## src/rtl/gate_accumulator.sv

```systemverilog
// Framed bitwise reduction: folds every beat of a frame through one selectable
// gate (AND/OR/XOR and inversions) and holds one result word until it is taken.
module gate_accumulator #(
   parameter int WIDTH       = 16,
   parameter int COUNT_WIDTH = 8
) (
   input  logic                   clk,
   input  logic                   reset,
   input  logic                   in_valid,
   output logic                   in_ready,
   input  logic [WIDTH-1:0]       in_data,
   input  logic                   in_last,
   input  logic [2:0]             op,
   output logic                   out_valid,
   input  logic                   out_ready,
   output logic [WIDTH-1:0]       out_data,
   output logic [COUNT_WIDTH-1:0] out_count,
   output logic                   out_sat,
   output logic                   out_err
);

   typedef enum logic [1:0] {IDLE, ACCUM, DONE} state_t;

   localparam logic [COUNT_WIDTH-1:0] COUNT_MAX = '1;

   state_t                 state_q, state_d;
   logic [WIDTH-1:0]       acc_q, acc_d;
   logic [2:0]             op_q, op_d;
   logic [COUNT_WIDTH-1:0] count_q, count_d;
   logic                   sat_q, sat_d;
   logic                   beat;

   // Inverting ops accumulate with their base gate; inversion is applied only on output.
   function automatic logic [WIDTH-1:0] base_gate(input logic [2:0] o,
                                                  input logic [WIDTH-1:0] a,
                                                  input logic [WIDTH-1:0] b);
      case (o)
         3'b001, 3'b100: base_gate = a | b;
         3'b010, 3'b101: base_gate = a ^ b;
         default:        base_gate = a & b;
      endcase
   endfunction

   function automatic logic is_inverting(input logic [2:0] o);
      is_inverting = (o == 3'b011) || (o == 3'b100) || (o == 3'b101);
   endfunction

   assign in_ready  = !reset && (state_q != DONE);
   assign out_valid = (state_q == DONE);
   assign beat      = in_valid && in_ready;

   always_comb begin
      state_d = state_q;
      acc_d   = acc_q;
      op_d    = op_q;
      count_d = count_q;
      sat_d   = sat_q;
      case (state_q)
         IDLE: begin
            if (beat) begin
               acc_d   = in_data;
               op_d    = op;
               count_d = COUNT_WIDTH'(1);
               sat_d   = 1'b0;
               state_d = in_last ? DONE : ACCUM;
            end
         end
         ACCUM: begin
            if (beat) begin
               acc_d   = base_gate(op_q, acc_q, in_data);
               count_d = (count_q == COUNT_MAX) ? COUNT_MAX : count_q + COUNT_WIDTH'(1);
               sat_d   = sat_q || (count_d == COUNT_MAX);
               state_d = in_last ? DONE : ACCUM;
            end
         end
         DONE: begin
            if (out_ready) state_d = IDLE;
         end
         default: state_d = IDLE;
      endcase
   end

   // Result fields read as zero whenever no result is being presented.
   always_comb begin
      out_data  = '0;
      out_count = '0;
      out_sat   = 1'b0;
      out_err   = 1'b0;
      if (state_q == DONE) begin
         out_data  = is_inverting(op_q) ? ~acc_q : acc_q;
         out_count = count_q;
         out_sat   = sat_q;
         out_err   = (op_q[2:1] == 2'b11);
      end
   end

   always_ff @(posedge clk) begin
      if (reset) begin
         state_q <= IDLE;
         acc_q   <= '0;
         op_q    <= '0;
         count_q <= '0;
         sat_q   <= 1'b0;
      end else begin
         state_q <= state_d;
         acc_q   <= acc_d;
         op_q    <= op_d;
         count_q <= count_d;
         sat_q   <= sat_d;
      end
   end

endmodule

```

## config.mk

```make
export PLATFORM = sky130hd
export DESIGN_NAME = gate_accumulator
export DESIGN_NICKNAME = d
export VERILOG_FILES = /design/src/rtl/gate_accumulator.sv
export SDC_FILE = /design/constraint.sdc
export NUM_CORES = 1
export LEC_CHECK = 0
export ABC_AREA = 1
export BUFFER_PORTS_ARGS = -buffer_cell sky130_fd_sc_hd__buf_2
export CAP_MARGIN = 10
export CORE_ASPECT_RATIO = 1.5
export CORE_MARGIN = 5
export CORE_UTILIZATION = 50
export DETAILED_ROUTE_END_ITERATION = 7
export PLACE_DENSITY = 0.78
export SYNTH_ARGS = -nofsm -noshare
export SYNTH_HDL_FRONTEND = slang
export SYNTH_SLANG_ARGS = --single-unit
```

## constraint.sdc

```tcl
create_clock -name clk -period 1.6 [get_ports clk]
set_input_delay 0.32 -clock clk [delete_from_list [all_inputs] [get_ports clk]]
set_output_delay 0.32 -clock clk [all_outputs]
set_load 0.02 [all_outputs]
```

# After elaboration in Yosys (flattened, before gate mapping)
# Cells that the tools add are included.
# op_classes
muxes,20
n_reduce_logical,14
bitwise,4
add_sub_neg,1
n_eq_ne,15
# op_table
operator,count
$mux W16,4
$pmux W16 S2,2
$mux W8,4
$and A16 B16 Y16,1
$eq A8 B8 Y1 const B,2
$not A16 Y16,1
$or A16 B16 Y16,1
$pmux W8 S2,1
$xor A16 B16 Y16,1
$add A8 B1 Y8 const B,1
$eq A3 B2 Y1 const B,2
$eq A3 B3 Y1 const B,2
$mux W2,3
$ne A2 B2 Y1 const B,3
$reduce_or A2 Y1,3
$eq A2 B2 Y1 const B,2
$mux W1,4
$ne A2 B1 Y1 const B,2
$pmux W2 S2,1
$reduce_and A2 Y1,2
$eq A3 B1 Y1 const B,1
$logic_or A1 B1 Y1,3
$reduce_and A3 Y1,1
$eq A2 B1 Y1 const B,1
other kinds (5),6
# totals
out_inout_bits,28
reg_bits,30
elab_cells,59

# Depth between registers and ports, before layout
# logic_depth
word_depth,6
ltp_mapped,10

# Worst setup path before layout
# No wires, ideal clock.
# synth_path
path_type,register to output
startpoint,register state_q[1]
endpoint,output port out_data[10]
stages_incl_launch_ff,6
setup_slack_ns,-0.243
arrival_time_ns,1.523
path_cell_list,dfxtp_1 > inv_1 > nor2_2 > clkbuf_1 > o21ai_0 > a21oi_1
# synth_between
elab_chain_len,2
# synth_lines
item,line,rtl
from (decl),26,"state_t state_q, state_d;"
from (signal assigned),105,state_q <= state_d;
$eq A2 B2 Y1,--,
net out_valid,14,"output logic out_valid,"
$mux W16,89,if (state_q == DONE) begin
to (decl),16,"output logic [WIDTH-1:0] out_data,"
# The timed path passes the listed nets, and every way through them passes these cells.

# Worst setup path after layout
# layout_path
startpoint,register op_q[0]
endpoint,output port out_data[3]
# layout_between
elab_chain_len,5
elab_cells_between_ends,7
cone_classes,eq/ne (3); mux (2); reduce/logical (2)
# layout_lines
item,line,rtl
from (decl),28,"logic [2:0] op_q, op_d;"
from (signal assigned),107,op_q <= op_d;
$eq A3 B2 Y1 or $eq A3 B3 Y1 (tied branches),45,is_inverting = (o == 3'b011) || (o == 3'b100) || (o == 3'b101);
$logic_or A1 B1 Y1,45,
$logic_or A1 B1 Y1 *,45,
$mux W16 *,90,out_data = is_inverting(op_q) ? ~acc_q : acc_q;
$mux W16 *,89,
# Every way passes the cells marked *; elsewhere a longest branch is shown, timed or not.

==> results by group <==
Timing
  – Final worst slack: -215.2 ps
  – Setup TNS: -4496 ps
  – Hold Slack: 246.2 ps
  – Crit share post-route: 113.5%
  – Max Clk Rate: 550.9 MHz
  – Final Hold Fails: 0
  – Clock skew: 9.167 ps
  – Worst slew margin: 78.11%
  – Post-layout min period: 1815 ps
  – Worst-margin pin slew: 327.9 ps
  – RSZ-0062 raised after global routing: yes
  – Fin. max-slew vios: 0
  – # setup viols final: 26

Min path
  – Hold path start: in_valid
  – Worst hold path type: primary input to register
  – Hold Path Depth: 2
  – Hold Path Sink: state_q[0]

Setup path
  – CP max stage cell: dfxtp_2
  – WP depth: 7
  – Setup CP Type: register to output port
  – CP Buf/Inv Count: 3
  – Startpoint Class: register
  – CP endpoint kind: output port
  – Worst Path Arrival: 1500 ps
  – R2R cell count: 6
  – CP top delay family: buffers and inverters
  – Peak fanout along the critical path: 8
  – Critical path cell sequence: inv_2, o21ai_2, nand2_4, buf_12, o21ai_2, a21oi_2, buf_4
  – Crit path largest cell delay: 330 ps
  – FF-to-FF End: acc_q[8]
  – CP dominant cell by count: o21ai_2
  – FF-to-FF Start: state_q[1]
  – WP data required: 1280 ps
  – Flop-to-flop setup slack: 100 ps

Place
  – Final GP Congestion: 0.9112
  – Dpl ws: 55.30 ps
  – Hpwl dp: 4628 µm
  – Placed cell areas: 3014 µm²
  – PortBufs: 51

Logic synthesis
  – Leading area contributor after synthesis: dfxtp_1
  – Post-synthesis register bit count: 30
  – Post-synth net total: 475
  – Synth Flop Type: dfxtp_1
  – Syn avg cell area: 6.181 µm²
  – Fraction of registers with async set/reset: 0%
  – Sequential area share after synthesis: 23.24%
  – Post-synth top area share: 23.24%
  – EDFF count, synth: 0
  – Synth cell types: 24
  – Syn Inst Count: 418
  – Main area contributors after synthesis: dfxtp_1 23%, ha_1 16%, nand2_1 15%
  – Yosys warns: 0
  – Synthesized area: 2584 µm²

CTS
  – Num Clock Sinks: 30
  – Clk Latency, worst-skew pair: 290 ps
  – H-tree depth: 2
  – Clock buffer depth: 2
  – Cts bufs inserted: 5
  – Root buf cell: clkbuf_8
  – TritonCTS clock tree: yes
  – Clock transition at path regs: 60 ps
  – Hold Buf Count CTS: 0

Global routing
  – Global Route Usage Sum: 21.37%
  – Initial antenna violation count: 0
  – First-pass GRT wire length: 11,360 µm
  – Vias in the first global route: 2,703
  – GRT overflow: 0
  – Largest net degree at the start of global routing: 26

Route
  – Vias post-DR: 2,863
  – Residual DRC: 0
  – 1st-iter DRT viols: 139
  – Routed wl met3: 310 µm
  – ANT nets after route: 0
  – M1 WL: 2815 µm
  – Max layer used: met4
  – Drt wl/cell: 13.22 µm
  – WL met2: 4081 µm
  – Router iterations before antenna repair: 4
  – Via density: 5.187
  – Final wirelength: 7296 µm

Status
  – Status: finished with violations
  – Failing checks: negative setup slack

Final layout
  – Share of cells above drive strength 1: 31.61%
  – Cell area after layout: 3563 µm²
  – Nets@finish: 540
  – Inserted Diodes: 0
  – Fill cell count: 423
  – Area grow syn2layout: 37.92%
  – Final core occ: 70.08%

Die
  – I/O pin cnt: 52
  – Floorplan core area: 5085 µm²
  – Starting Density: 50.81%
  – Row cnt: 32
  – Die H: 98.04 µm
  – Die area: 6735 µm²
  – Die Wd: 68.70 µm

Power
  – VDD IR max: 0.0005556 V
  – PD cells: 587.1 nW/µm²
  – Leak: 1.619 nW

Run
  – Max-capacitance violation count: 0
## cell type report
cell class                 instances  area [µm²]  area share, %
multi-input combinational        285        1785          50.11
timing repair buffer              75       661.9          18.57
sequential                        30       605.6          16.99
inverter                          85       322.8          9.059
tap                               68       85.08          2.388
clock buffer                       6       82.58          2.317
clock inverter                     2       12.51         0.3511
timing repair inverter             1       7.507         0.2107
## power breakdown
group          internal (W)  switching, W  leakage [nW]
Combinational      0.000255      0.000388          1.33
Sequential         0.000784     0.0000229         0.246
Clock              0.000345      0.000297        0.0472
Total               0.00138      0.000708          1.62
## cell usage after synthesis (2+ instances only)
library cell / number
a21oi_1: 47
buf_2: 6
buf_4: 2
buf_6: 2
clkbuf_1: 8
dfxtp_1: 30
ha_1: 33
inv_1: 75
inv_2: 10
nand2_1: 106
nand3_1: 25
nor2_1: 22
nor2_2: 3
o21ai_0: 26
o22ai_1: 14
## cells by family (layout without fill, tap and decap cells)
logic type                 count (synthesis)  in the layout  share of synthesized area [%]
and+or+nand+nor                          162            162                          26.25
buffers and inverters                    103            169                          16.13
AOI/OAI and AO/OA                         90             90                          18.40
adders and majority gates                 33             33                          15.98
DFF                                       30             30                          23.24
## worst max path at each step
stage	startpoint	slack, ps	endpoint
final	op_q[0]	-220	out_data[3]
after global routing	op_q[0]	-270	out_data[2]
after detailed placement	op_q[0]	60	out_data[7]
after global placement	state_q[1]	70	out_data[15]
after CTS	op_q[1]	-210	out_data[7]
after floorplan	op_q[0]	-50	out_data[5]
## cells in the final DEF (no fill, tap or decap), types with 2 or more instances in the layout
| cell type | n |
|---|---|
| dfxtp_1 | 26 |
| dfxtp_2 | 4 |
| nand3_1 | 25 |
| o21ai_4 | 8 |
| nor2_2 | 13 |
| nand2_4 | 2 |
| inv_2 | 14 |
| buf_6 | 17 |
| o21ai_0 | 8 |
| buf_12 | 3 |
| clkinvlp_4 | 3 |
| buf_2 | 25 |
| ha_1 | 33 |
| buf_16 | 3 |
| a21oi_2 | 12 |
| a21oi_1 | 35 |
| nand2_1 | 103 |
| inv_1 | 70 |
| o21ai_2 | 9 |
| buf_4 | 27 |
| nand2_2 | 2 |
| o22ai_1 | 14 |
| clkbuf_8 | 6 |
| nor2_4 | 2 |
| nor2_1 | 11 |
## flip-flops by register name, indices dropped and copies added (netlist names)
signal / cells
acc_q: 16
op_q: 3
sat_q: 1
count_q: 8
state_q: 2
## layer usage
metal / vias up / GRT usage, %
met5: - / 0
li1: 1448 / -
met1: 1321 / 22.95
met4: 0 / 6.907
met3: 14 / 4.373
met2: 80 / 39.59
## stage by stage
stage                     power (W)  instances
after global routing       0.002206        552
after CTS                  0.002065        552
after global placement     0.001318        535
final                      0.002092        552
after detailed placement   0.001331        535
after floorplan            0.001177        418
## what timing repair did
action	CTS	global route
pin swaps	5	5
gates resized for setup	74	47
endpoints found under the hold margin	0	0
endpoints found under the setup margin	27	45
cloned	5	0
setup buffers	4	0
No activity file was read; power rests on OpenSTA's default activity.
